**config.mk**
```make
export PLATFORM = sky130hd
export DESIGN_NAME = instr_encoder
export DESIGN_NICKNAME = d
export VERILOG_FILES = /design/src/rtl/instr_encoder.sv
export SDC_FILE = /design/constraint.sdc
export NUM_CORES = 1
export LEC_CHECK = 0
export BUFFER_PORTS_ARGS = -buffer_cell sky130_fd_sc_hd__buf_2
export CAP_MARGIN = 20
export CORE_MARGIN = 5
export CORE_UTILIZATION = 35
export DETAILED_ROUTE_END_ITERATION = 6
export SLEW_MARGIN = 20
export SYNTH_ARGS = -nofsm -noshare
export SYNTH_HDL_FRONTEND = slang
export SYNTH_SLANG_ARGS = --single-unit
```
**constraint.sdc**
```tcl
create_clock -name clk -period 2.3 [get_ports clk]
set_input_delay 0.23 -clock clk [delete_from_list [all_inputs] [get_ports clk]]
set_output_delay 0.23 -clock clk [all_outputs]
set_load 0.01 [all_outputs]
```
**src/rtl/instr_encoder.sv**
```systemverilog
// Symbolic instruction request to MIPS machine-word assembler.
// Writes encoded words sequentially into instruction memory over a backpressured port.
module instr_encoder #(
    parameter int          ADDR_W    = 10,
    parameter int unsigned BASE_ADDR = 0
) (
    input  logic              clk,
    input  logic              rst_n,
    input  logic              req_valid,
    output logic              req_ready,
    input  logic [4:0]        req_op,
    input  logic [4:0]        req_rd,
    input  logic [4:0]        req_rs,
    input  logic [4:0]        req_rt,
    input  logic [4:0]        req_shamt,
    input  logic [31:0]       req_imm,
    input  logic              restart,
    output logic              wr_en,
    output logic [ADDR_W-1:0] wr_addr,
    output logic [31:0]       wr_data,
    input  logic              wr_ready,
    output logic [ADDR_W:0]   word_count,
    output logic              err
);

    localparam logic [ADDR_W-1:0] BASE    = ADDR_W'(BASE_ADDR);
    localparam logic [ADDR_W:0]   CNT_MAX = {(ADDR_W+1){1'b1}};
    localparam logic [4:0]        OP_LI   = 5'd23;

    typedef enum logic [1:0] {IDLE = 2'd0, EMIT = 2'd1, EMIT_HI = 2'd2} state_t;

    state_t            state_r, state_s;
    logic [ADDR_W-1:0] addr_r, addr_s;
    logic [31:0]       data_r, data_s;
    logic [31:0]       lo_r, lo_s;
    logic [ADDR_W:0]   count_r, count_s;
    logic              err_r, err_s;
    logic              acc_s, load_s, written_s;

    // First (or only) machine word of a request; LI yields its LUI half here.
    function automatic logic [31:0] enc_word(input logic [4:0] op, rd, rs, rt, shamt,
                                             input logic [31:0] imm);
        logic [31:0] w;
        w = 32'h0000_0000;
        case (op)
            5'd1:    w = {6'h00, rs, rt, rd, 5'd0, 6'h20};
            5'd2:    w = {6'h00, rs, rt, rd, 5'd0, 6'h22};
            5'd3:    w = {6'h00, rs, rt, rd, 5'd0, 6'h24};
            5'd4:    w = {6'h00, rs, rt, rd, 5'd0, 6'h25};
            5'd5:    w = {6'h00, rs, rt, rd, 5'd0, 6'h26};
            5'd6:    w = {6'h00, 5'd0, rt, rd, shamt, 6'h00};
            5'd7:    w = {6'h00, 5'd0, rt, rd, shamt, 6'h02};
            5'd8:    w = {6'h00, rs, rt, rd, 5'd0, 6'h2A};
            5'd9:    w = {6'h00, rs, 15'd0, 6'h08};
            5'd10:   w = {6'h00, rs, 5'd0, rd, 5'd0, 6'h09};
            5'd11:   w = {6'h08, rs, rt, imm[15:0]};
            5'd12:   w = {6'h0C, rs, rt, imm[15:0]};
            5'd13:   w = {6'h0D, rs, rt, imm[15:0]};
            5'd14:   w = {6'h0E, rs, rt, imm[15:0]};
            5'd15:   w = {6'h23, rs, rt, imm[15:0]};
            5'd16:   w = {6'h2B, rs, rt, imm[15:0]};
            5'd17:   w = {6'h0F, 5'd0, rt, imm[15:0]};
            5'd18:   w = {6'h0A, rs, rt, imm[15:0]};
            5'd19:   w = {6'h04, rs, rt, imm[15:0]};
            5'd20:   w = {6'h05, rs, rt, imm[15:0]};
            5'd21:   w = {6'h02, imm[25:0]};
            5'd22:   w = {6'h03, imm[25:0]};
            5'd23:   w = {6'h0F, 5'd0, rt, imm[31:16]};
            default: w = 32'h0000_0000;
        endcase
        return w;
    endfunction

    assign req_ready  = ~restart & ((state_r == IDLE) | ((state_r == EMIT) & wr_ready));
    assign acc_s      = req_valid & req_ready;
    assign wr_en      = (state_r != IDLE);
    assign wr_addr    = addr_r;
    assign wr_data    = data_r;
    assign word_count = count_r;
    assign err        = err_r;

    // Next-state, address/count advance and request loading.
    always_comb begin
        state_s   = state_r;
        addr_s    = addr_r;
        data_s    = data_r;
        lo_s      = lo_r;
        count_s   = count_r;
        err_s     = err_r;
        load_s    = 1'b0;
        written_s = 1'b0;
        if (restart) begin
            state_s = IDLE;
            addr_s  = BASE;
            count_s = {(ADDR_W+1){1'b0}};
            err_s   = 1'b0;
        end else begin
            case (state_r)
                IDLE: begin
                    load_s = acc_s;
                end
                EMIT: begin
                    if (wr_ready) begin
                        written_s = 1'b1;
                        state_s   = IDLE;
                        load_s    = acc_s;
                    end else begin
                        state_s = EMIT;
                    end
                end
                EMIT_HI: begin
                    if (wr_ready) begin
                        written_s = 1'b1;
                        data_s    = lo_r;
                        state_s   = EMIT;
                    end else begin
                        state_s = EMIT_HI;
                    end
                end
                default: begin
                    state_s = IDLE;
                end
            endcase
            if (written_s) begin
                addr_s  = addr_r + ADDR_W'(1);
                count_s = (count_r == CNT_MAX) ? count_r : count_r + (ADDR_W+1)'(1);
            end else begin
                addr_s = addr_r;
            end
            // Illegal opcodes raise the sticky flag and produce no word.
            if (load_s) begin
                if (req_op <= OP_LI) begin
                    data_s  = enc_word(req_op, req_rd, req_rs, req_rt, req_shamt, req_imm);
                    lo_s    = {6'h0D, req_rt, req_rt, req_imm[15:0]};
                    state_s = (req_op == OP_LI) ? EMIT_HI : EMIT;
                end else begin
                    err_s   = 1'b1;
                    state_s = IDLE;
                end
            end else begin
                lo_s = lo_r;
            end
        end
    end

    // State and output registers.
    always_ff @(posedge clk or negedge rst_n) begin
        if (!rst_n) begin
            state_r <= IDLE;
            addr_r  <= BASE;
            data_r  <= 32'h0000_0000;
            lo_r    <= 32'h0000_0000;
            count_r <= {(ADDR_W+1){1'b0}};
            err_r   <= 1'b0;
        end else begin
            state_r <= state_s;
            addr_r  <= addr_s;
            data_r  <= data_s;
            lo_r    <= lo_s;
            count_r <= count_s;
            err_r   <= err_s;
        end
    end

endmodule
```
# --- Word level (Yosys, flattened, before mapping) ---
# Cells that the tools add are included.
word_totals:
  reg_bits: 83
  out_inout_bits: 56
  word_cells: 77
  input_bits: 62
classes:
  n_eq_ne: 29
  reduce_logical: 8
  order_cmp: 1
  n_bitwise: 5
  add_sub_neg: 2
  mux: 26
ops:
  columns: ["op", "count"]
  rows:
  - ["case mux 32 bit (23 select lines)", 1]
  - ["2-to-1 mux 32 bit", 4]
  - ["== test 5 x 4 -> 1 bit (second input constant)", 8]
  - ["== test 5 bit (second input constant)", 8]
  - ["2-to-1 mux 11 bit", 3]
  - ["== test 5 x 3 -> 1 bit (second input constant)", 4]
  - ["2-to-1 mux 10 bit", 2]
  - ["adder 11 x 1 -> 11 bit (second input constant)", 1]
  - ["== test 11 bit (second input constant)", 1]
  - ["adder 10 x 1 -> 10 bit (second input constant)", 1]
  - ["== test 5 x 2 -> 1 bit (second input constant)", 2]
  - ["2-to-1 mux 2 bit", 5]
  - ["2-to-1 mux 1 bit", 9]
  - ["case mux 2 bit (3 select lines)", 1]
  - ["nonzero test 2 bit", 3]
  - ["== test 5 x 1 -> 1 bit (second input constant)", 1]
  - ["<= comparator 5 bit (second input constant)", 1]
  - ["!= test 2 bit (second input constant)", 2]
  - ["AND reduction 2 bit", 2]
  - ["bitwise AND 1 bit", 3]
  - ["!= test 3 x 2 -> 1 bit (second input constant)", 1]
  - ["AND reduction 3 bit", 1]
  - ["== test 2 x 1 -> 1 bit (second input constant)", 1]
  - ["== test 2 bit (second input constant)", 1]
  - ["5 further kinds", 5]

# --- Logic depth before layout (Yosys ltp) ---
# Gate-level depths: netlist (run 1).
logic_depth:
  ltp_word: 10
  depth_mapped: 9
  mapped_depth_nobuf: 7

# --- Least setup slack after synthesis (run 1) ---
# Ideal clock, no wire load.
synth_path:
  path_kind: "reg-to-reg"
  start: "register state_r[0]"
  end: "register data_r[18], in the netlist wr_data[18]"
  t_required_ns: 2.179
  n_path_buf: 1
  path_stages_with_launch: 9
  period_less_slack_ns: 2.014
  setup_time_ns: 0.121
  slack_ns: 0.286
  arrival_time_ns: 1.893
  cell_sequence: "dfrtp_1 -> inv_1 -> ha_1 -> a21oi_2 -> or4b_1 -> buf_2 -> and3_1 -> a221o_1 -> a22o_1"
synth_between:
  elab_chain_len: 9
  word_cells_on_any_way: 13
  cone_classes: "2 x eq/ne; 6 x mux; 4 x bitwise; 1 x reduce/logical"
synth_rtl:
  columns: ["item", "line", "source"]
  rows:
  - ["start, declared", "32", "state_t state_r, state_s;"]
  - ["start signal, assigned", "156", "state_r <= state_s;"]
  - ["== test 2 x 1 -> 1 bit", "74, 98", null]
  - ["bitwise AND 1 bit", "74", "assign req_ready = ~restart & ((state_r == IDLE) | ((state_r == EMIT) & wr_ready));"]
  - ["OR 1 bit", "74", null]
  - ["bitwise AND 1 bit", "74", null]
  - ["bitwise AND 1 bit", "75", "assign acc_s = req_valid & req_ready;"]
  - ["2-to-1 mux 1 bit", "103", "if (wr_ready) begin"]
  - ["case mux 1 bit (2 select lines)", "98", "case (state_r)"]
  - ["2-to-1 mux 1 bit", "92", "if (restart) begin"]
  - ["2-to-1 mux 32 bit (*)", "131", "if (load_s) begin"]
  - ["end signal, assigned", "158", "data_r <= data_s;"]
  - ["end, declared", "34", "logic [31:0] data_r, data_s;"]
# Every way passes the cells marked *; elsewhere a longest branch is shown, timed or not. The select of a mux whose other input is x is not followed.
# A chain may end at the register's enable or synchronous reset.

# --- Worst setup path in the final report (run 1) ---
layout_path:
  start: "register state_r[0]"
  end: "register data_r[21], in the netlist wr_data[21]"
# Same word-level chain as after synthesis.

==> results of run 1 <==
## layout make-up
cell class	instances	area share (%)
clock inverter	7	1.405
multi-input combinational	331	38.22
inverter	8	0.5716
timing repair buffer	143	14.96
clock buffer	9	4.287
sequential	78	37.15
tap	143	3.406
## cell families after synthesis
kind of cell | synth area share (%)
simple gates | 20.11
buf+inv | 4.089
compound gates | 21.94
xor+xnor | 3.204
mux | 1.221
fa+ha+maj | 1.831
flops | 47.60
## per-layer routing
| layer | GRT usage, % | vias to the layer above | wire (um) |
|---|---|---|---|
| met1 | 23.64 | 1878 | 5482 |
| met2 | 29.85 | 139 | 6296 |
| met5 | 0 | - | 0 |
| li1 | - | 1878 | - |
| met4 | 5.233 | 0 | 123 |
| met3 | 3.820 | 11 | 770 |
## stage by stage
| stage | worst slack, ns | hold WS (ns) | std cells | power [W] |
|---|---|---|---|---|
| after floorplan | 0.2857 | -0.06559 | 445 | 0.002084 |
| after global placement | 0.09575 | 0.2008 | 702 | 0.002435 |
| after detailed placement | 0.01385 | 0.1937 | 702 | 0.002453 |
| after CTS | 0.006058 | 0.08749 | 719 | 0.003891 |
| after global routing | 0.02576 | 0.1056 | 719 | 0.004067 |
| final | 0.1660 | 0.1044 | 719 | 0.003851 |
## registers in the layout, indices dropped and copies added, names as in the netlist
signal,flops
wr_data,32
lo_r,22
word_count,11
wr_addr,10
state_r,2
err,1
## what timing repair did
item | in CTS | in global routing
gates resized for setup | 0 | 5
setup endpoints to repair | 0 | 26
hold buffers | 1 | 0
buffers inserted | 0 | 0
hold endpoints to repair | 31 | 0
## cells in the mapped netlist (all sizes together) (3+ instances only)
master / number / area share, %
o221a: 6 / 1.6
clkbuf: 11 / 1.0
nor3: 7 / 0.85
and3: 9 / 1.4
a22o: 8 / 1.7
a211oi: 4 / 0.73
nand2b: 4 / 0.61
nand2: 90 / 8.2
a221o: 7 / 1.7
ha: 6 / 1.8
a221oi: 3 / 0.64
o221ai: 3 / 0.64
buf: 17 / 2.3
o21ai: 27 / 3.3
nor4: 3 / 0.46
a222oi: 11 / 2.7
dfrtp: 78 / 48
and2: 8 / 1.2
or3: 3 / 0.46
and4: 3 / 0.64
a22oi: 15 / 2.7
xor2: 8 / 1.7
mux2i: 5 / 1.2
xnor2: 7 / 1.5
inv: 8 / 0.73
o22ai: 7 / 1.1
nor2b: 3 / 0.46
nor2: 35 / 3.2
nand3: 9 / 1.1
a21oi: 20 / 2.7
## worst max-delay path, cell delays in order (launching register included)
cell and delay, ns:
dfrtp_1 0.40, inv_1 0.10, ha_2 0.22, a21oi_2 0.06
or4b_4 0.54, a21o_4 0.26, buf_4 0.17, a22oi_1 0.17
o21ai_1 0.09
## power by group
group          internal [W]  switching [W]  total, W
Clock              0.000844       0.000575   0.00142
Sequential          0.00156       0.000129   0.00169
Combinational      0.000335       0.000407  0.000742
Total               0.00274        0.00111   0.00385
## final timing paths
path	endpoint	cells after the start
worst max-delay path	wr_data[21]	8
worst min-delay path	lo_r[7]	3
worst max register to register	wr_data[21]	8
worst min register to register	lo_r[26]	2
max in group asynchronous	lo_r[9]	3
min in group asynchronous	wr_addr[7]	2
==> results.sh, run 1 <==
export IMPL_cts_root_buf="clkbuf_16"
export IMPL_cts_buffers_inserted=9
export IMPL_routed_via_density=5.433
export IMPL_final_cell_mix="buf_2 (116), nand2_1 (90), dfrtp_1 (78)"
export IMPL_start_kind="flop"
export IMPL_ys_ff_latch=78
export IMPL_die_w_um=118.2
export IMPL_syn_area_mm2=0.004100
export IMPL_hold_viol_final=0
export IMPL_worstReg2RegStart="state_r[0]"
export IMPL_drive_above_1_share_pct=30.21
export IMPL_finalSetupTns_ns=0
export IMPL_rsz0062_at_grt="false"
export IMPL_clock_sinks=78
export IMPL_grt_usage_pct=17.96
export IMPL_drt_antenna_violating_nets=0
export IMPL_initialDrtViolationCount=347
export IMPL_start_util_pct=35.76
export IMPL_clock_fmax_mhz=468.6
export IMPL_drc=0
export IMPL_synthArstFlopShare_pct=100.0
export IMPL_dieArea_mm2=0.01398
export IMPL_synth_ff_type="dfrtp_1"
export IMPL_mostFrequentLayoutCell="buf_2"
export IMPL_power_leakage_nw=2.586
export IMPL_cts_buffer_depth=2
export IMPL_path_clk_slew_ns=0.06
export IMPL_area_growth_pct=28.14
export IMPL_worstSkewPairLatency_ns=0.33
export IMPL_worstSetupStartpoint="state_r[0]"
export IMPL_dpl_hpwl_mm=9.595
export IMPL_multi_input_area_mm2=0.002008
export IMPL_rows=39
export IMPL_fin_util_pct=45.82
export IMPL_crit_path_end_kind="flop"
export IMPL_nNetsFinal=639
export IMPL_regToRegSetupSlack_ns=0.17
export IMPL_synth_area_per_cell_um2=9.214
export IMPL_die_height_um=118.2
export IMPL_grt_ovfl_total=0
export IMPL_fin_skew_ns=0.008230
export IMPL_seqCellArea_mm2=0.001952
export IMPL_synthCells=445
export IMPL_finalSetupViolCount=0
export IMPL_post_route_period_util_pct=92.78
export IMPL_drv_slew=0
export IMPL_fin_area_mm2=0.005254
export IMPL_min_from="req_imm[7]"
export IMPL_ir_worst_vdd_uv=392.6
export IMPL_grt_antenna_before_repair=0
export IMPL_yosysUniqueCellTypes=50
export IMPL_hold_class="in2reg"
export IMPL_place_gp_congestion=0.8742
export IMPL_grt_pass1_vias=4032
export IMPL_cp_max_fo=8
export IMPL_cts_tree="yes"
export IMPL_worstPathArrival_ns=2.34
export IMPL_post_route_min_period_ns=2.134
export IMPL_worstMarginPinSlew_ns=0.9215
export IMPL_yosysWarnings=0
export IMPL_synth_fp_nets=513
export IMPL_post_drt_wl_per_cell_um=17.63
export IMPL_vias=3906
export IMPL_cap_violations=0
export IMPL_crit_required_ns=2.51
export IMPL_synth_seq_area_share_pct=47.60
export IMPL_worstSetupPathType="reg2reg"
export IMPL_fillers=1139
export IMPL_fp_coreArea_mm2=0.01147
export IMPL_synth_edf_count=0
export IMPL_routed_wl_mm=12.67
export IMPL_ios=118
export IMPL_ctsHtreeMaxLevel=3
export IMPL_io_buffers=117
export IMPL_p_per_area_mw_per_mm2=732.9
export IMPL_grt_pass1_wl_mm=20.61
export IMPL_place_area_mm2=0.004923
export IMPL_antenna_cells=0
export IMPL_grt_max_degree=34
export IMPL_slew_limit_headroom_pct=38.01
export IMPL_status="complete, no violations"
export IMPL_drtPass1Iterations=5
(Power assumes the default switching activity.)
==> run 2: changes to the inputs <==
REMOVE_ABC_BUFFERS = 1   (was not set)
==> results.sh, run 2 (same netlist as run 1, synthesis figures left out) <==
export IMPL_worstSkewPairLatency_ns=0.34
export IMPL_cp_slowest_cell="or4b_1"
export IMPL_dpl_hpwl_mm=9.728
export IMPL_area_growth_pct=29.02
export IMPL_drtPass1Iterations=6
export IMPL_drc=0
export IMPL_clock_fmax_mhz=448.5
export IMPL_die_height_um=118.2
export IMPL_vias=4024
export IMPL_worstSetupPathType="reg2reg"
export IMPL_cts_tree="yes"
export IMPL_p_per_area_mw_per_mm2=748.6
export IMPL_finalSetupTns_ns=0
export IMPL_start_util_pct=35.76
export IMPL_crit_path_end_kind="flop"
export IMPL_power_leakage_nw=2.599
export IMPL_fp_coreArea_mm2=0.01147
export IMPL_post_route_min_period_ns=2.229
export IMPL_worstReg2RegStart="state_r[1]"
export IMPL_worstPathArrival_ns=2.46
export IMPL_start_kind="flop"
export IMPL_postCtsSetupBuffers=0
export IMPL_initialDrtViolationCount=361
export IMPL_place_gp_congestion=0.9069
export IMPL_place_inst=702
export IMPL_p_int_w=0.002846
export IMPL_grt_antenna_before_repair=0
export IMPL_multi_input_area_mm2=0.002012
export IMPL_post_route_period_util_pct=96.93
export IMPL_grt_pass1_vias=4018
export IMPL_fin_cells=719
export IMPL_cts_root_buf="clkbuf_16"
export IMPL_antenna_cells=0
export IMPL_die_w_um=118.2
export IMPL_combinationalPowerShare_pct=18.8
export IMPL_worstMarginPinSlew_ns=0.7522
export IMPL_switchingPower_w=0.001114
export IMPL_slew_limit_headroom_pct=49.47
export IMPL_pwr_share_clk_pct=38.6
export IMPL_path_clk_slew_ns=0.06
export IMPL_cts_buffer_depth=2
export IMPL_status="complete, no violations"
export IMPL_mostFrequentLayoutCell="buf_2"
export IMPL_hold_viol_final=0
export IMPL_cts_buffers_inserted=9
export IMPL_post_drt_wl_per_cell_um=18.03
export IMPL_largest_reg_flops=32
export IMPL_grt_ovfl_total=0
export IMPL_rsz0062_at_grt="true"
export IMPL_ctsHtreeMaxLevel=3
export IMPL_crit_path_cell_trace="inv_2 > ha_2 > a21oi_2 > or4b_1 > buf_6 > and3_1 > a221o_1 > a22o_1"
export IMPL_seqCellArea_mm2=0.001952
export IMPL_nNetsFinal=639
export IMPL_fin_skew_ns=0.006191
export IMPL_crit_required_ns=2.53
export IMPL_finalSetupViolCount=0
export IMPL_cp_max_fo=15
export IMPL_fin_util_pct=46.13
export IMPL_clock_sinks=78
export IMPL_hold_class="in2reg"
export IMPL_dieArea_mm2=0.01398
export IMPL_ir_worst_vdd_uv=465.5
export IMPL_drt_antenna_violating_nets=0
export IMPL_swShare_pct=28.12
export IMPL_cap_violations=0
export IMPL_io_buffers=117
export IMPL_fillers=1126
export IMPL_ios=118
export IMPL_rows=39
export IMPL_worstSetupStartpoint="state_r[1]"
export IMPL_routed_via_density=5.597
export IMPL_drv_slew=0
export IMPL_drive_above_1_share_pct=30.38
export IMPL_routed_wl_mm=12.96
export IMPL_grt_usage_pct=18.45
export IMPL_grt_pass1_wl_mm=20.89
export IMPL_min_from="req_imm[11]"
export IMPL_final_cell_mix="buf_2 (116), nand2_1 (89), dfrtp_1 (78)"
export IMPL_grt_max_degree=48
export IMPL_critPathMaxStageDelay_ns=0.53
export IMPL_power_frac_seq_pct=42.6
## run 2: cell types whose count changed in the layout (fill, tap and decap cells not counted), sizes merged
cell	change
inv	-1
clkbuf	+1
bufinv	+1
clkinv	-1
## run 2: layout make-up
class | instances | share of cell area (%)
Tap cell | 143 | 3.382
Clock buffer | 10 | 4.328
Clock inverter | 6 | 1.632
Inverter | 8 | 0.5676
Multi-Input combinational cell | 331 | 38.03
Timing Repair Buffer | 143 | 15.16
Sequential cell | 78 | 36.90
## run 2: timing repair
action,4_1_cts,5_1_grt
setup endpoints to repair,0,21
resized for setup,0,8
hold buffers,1,0
endpoints found under the hold margin,31,0
## run 2: path summary, 6_finish.rpt
kind                                       to  slack [ns]  cells past startpoint
worst min register to register       lo_r[26]        0.46                      2
worst min-delay path                 lo_r[11]        0.09                      3
max in group asynchronous         wr_data[18]        1.32                      3
min in group asynchronous       word_count[8]        0.38                      2
worst max-delay path              wr_data[24]        0.07                      8
worst max register to register    wr_data[24]        0.07                      8
## run 2: worst max-delay path, delay by kind of cell, from the launching register on
family,cells,cell delay [ns]
flip-flops,1,0.39
AND/OR/NAND/NOR,2,0.71
AO/OA/AOI/OAI,3,0.54
adder cells (fa/ha/maj),1,0.19
buffers and inverters,2,0.29
## run 2: power by group through the flow
stage | clock network (W) | registers [W] | logic (W)
6_report | 0.00153 | 0.00169 | 0.000746
5_1_grt | 0.00161 | 0.00171 | 0.000825
4_1_cts | 0.00156 | 0.00169 | 0.000750
3_5_place_dp | 0 | 0.00171 | 0.000746
3_3_place_gp | 0 | 0.00171 | 0.000735
2_1_floorplan | 0 | 0.00173 | 0.000321
## run 2: metal layers
metal | up-vias | track usage, % | wire, um
li1 | 1874 | - | -
met1 | 1951 | 25.31 | 5689
met2 | 174 | 28.38 | 5963
met3 | 25 | 5.301 | 1068
met4 | 0 | 5.520 | 240
met5 | - | 0 | 0
## run 2: metrics by stage
step                instance area [um^2]  hold slack [ns]  total power (W)  setup WS (ns)
floorplan                           3963         -0.06559         0.002052         -2.004
global placement                    4936           0.2023         0.002442         0.1335
detailed placement                  4936           0.2102         0.002456        0.03115
CTS                                 5261          0.07671         0.004000        0.03836
global route                        5290          0.08409         0.004146      -0.006174
finish                              5290          0.09344         0.003960        0.07059
==> run 3: changes to the inputs <==
BUFFER_PORTS_ARGS = -buffer_cell sky130_fd_sc_hd__buf_4   (was -buffer_cell sky130_fd_sc_hd__buf_2)
PLACE_DENSITY_LB_ADDON = 0.12   (was not set)
==> results.sh, run 3 (same netlist as run 1, synthesis figures left out) <==
export IMPL_status="complete, no violations"
export IMPL_post_route_min_period_ns=2.213
export IMPL_drive_above_1_share_pct=30.19
export IMPL_hold_class="in2reg"
export IMPL_clock_sinks=78
export IMPL_place_area_mm2=0.005189
export IMPL_drv_slew=0
export IMPL_final_cell_mix="buf_4 (136), nand2_1 (90), dfrtp_1 (78)"
export IMPL_grt_pass1_wl_mm=20.20
export IMPL_grt_max_degree=43
export IMPL_cts_buffers_inserted=9
export IMPL_routed_via_density=5.455
export IMPL_cts_root_buf="clkbuf_16"
export IMPL_critPathMaxStageDelay_ns=0.57
export IMPL_ios=118
export IMPL_start_util_pct=35.76
export IMPL_die_height_um=118.2
export IMPL_cp_max_fo=11
export IMPL_wl_met2_mm=6.012
export IMPL_power_leakage_nw=2.671
export IMPL_cts_buffer_depth=2
export IMPL_ctsHtreeMaxLevel=3
export IMPL_hold_viol_final=0
export IMPL_start_kind="flop"
export IMPL_antenna_cells=0
export IMPL_fin_skew_ns=0.006915
export IMPL_grt_antenna_before_repair=0
export IMPL_largest_reg_flops=32
export IMPL_initialDrtViolationCount=272
export IMPL_vias=3906
export IMPL_worstSetupPathType="reg2reg"
export IMPL_route_met3_wl_um=776
export IMPL_fin_area_mm2=0.005609
export IMPL_cts_tree="yes"
export IMPL_post_route_period_util_pct=96.21
export IMPL_rsz0062_at_grt="false"
export IMPL_worstMarginPinSlew_ns=0.5609
export IMPL_routed_wl_mm=12.78
export IMPL_nNetsFinal=636
export IMPL_top_layer="met4"
export IMPL_worstSkewPairLatency_ns=0.34
export IMPL_worstPathArrival_ns=2.43
export IMPL_mostFrequentLayoutCell="buf_4"
export IMPL_finalSetupViolCount=0
export IMPL_crit_required_ns=2.51
export IMPL_area_growth_pct=36.80
export IMPL_path_clk_slew_ns=0.06
export IMPL_crit_path_end_kind="flop"
export IMPL_slew_limit_headroom_pct=62.61
export IMPL_drc=0
export IMPL_drt_antenna_violating_nets=0
export IMPL_grt_usage_pct=17.67
export IMPL_place_gp_congestion=0.8743
export IMPL_post_drt_wl_per_cell_um=17.85
export IMPL_p_per_area_mw_per_mm2=731.8
export IMPL_wl_met1_mm=5.838
export IMPL_ir_worst_vdd_uv=441.5
export IMPL_dpl_hpwl_mm=9.442
export IMPL_hold_ws_ns=0.09188
export IMPL_die_w_um=118.2
export IMPL_drtPass1Iterations=6
export IMPL_io_buffers=117
export IMPL_dieArea_mm2=0.01398
export IMPL_clock_fmax_mhz=451.9
export IMPL_cp_slowest_cell="or4b_4"
export IMPL_grt_ovfl_total=0
export IMPL_fp_coreArea_mm2=0.01147
export IMPL_crit_path_cell_trace="inv_2 > ha_4 > a21oi_2 > or4b_4 > a21o_2 > buf_4 > a22oi_1 > o21ai_1"
export IMPL_cap_violations=0
export IMPL_grt_pass1_vias=3770
export IMPL_rows=39
-- run 3: path summary, 6_finish.rpt --
path / start / endpoint / slack, ns / cells past startpoint
worst min register to register: lo_r[26] / lo_r[26] / 0.45 / 2
worst max register to register: state_r[0] / wr_data[8] / 0.09 / 8
min in group asynchronous: rst_n / wr_addr[7] / 0.40 / 2
max in group asynchronous: rst_n / wr_data[5] / 1.30 / 3
worst max-delay path: state_r[0] / wr_data[8] / 0.09 / 8
worst min-delay path: req_rt[1] / lo_r[22] / 0.09 / 3
-- run 3: power breakdown --
part / internal (W) / switching [W]
clock: 0.00104 / 0.000541
combinational: 0.000431 / 0.000407
sequential: 0.00156 / 0.000127
total: 0.00303 / 0.00107
-- run 3: worst max-delay path: cells and delay by family (launching register included) --
family | cells | cell delay [ns]
AO/OA/AOI/OAI | 4 | 0.64
adder cells (fa/ha/maj) | 1 | 0.14
buffers and inverters | 2 | 0.31
flip-flops | 1 | 0.43
AND/OR/NAND/NOR | 1 | 0.57
-- run 3: what timing repair did --
action                     4_1_cts  5_1_grt
hold buffers                     1        0
pin swaps                        0        2
setup endpoints to repair        6       20
hold endpoints to repair        36        0
buffers inserted                 0        1
gates cloned                     0        1
gates resized for setup          1       10
-- run 3: cell type report --
type,count,area (um^2)
Clock buffer,13,270.3
Sequential cell,78,1952
Multi-Input combinational cell,331,2017
Tap cell,143,178.9
Timing Repair Buffer,140,1096
Inverter,8,30.03
Fill cell,1112,5858
Clock inverter,3,65.06
-- run 3: per-stage QoR --
stage	instances	worst slack, ns	TNS (ns)	util [%]	total power [W]
2_1_floorplan	417	-2.004	-70.31	-	0.002052
3_3_place_gp	697	0.04934	0	45.25	0.002528
3_5_place_dp	697	-0.01374	-0.05832	45.25	0.002539
4_1_cts	714	0.02353	0	48.29	0.004136
5_1_grt	716	0.008509	0	48.91	0.004314
6_report	716	0.08711	0	48.91	0.004105
-- run 3: layer usage --
metal  up-vias  global-route usage, %
li1       1875                      -
met1      1895                  24.39
met2       124                  27.43
met3        12                  4.919
met4         0                  4.659
met5         -                      0
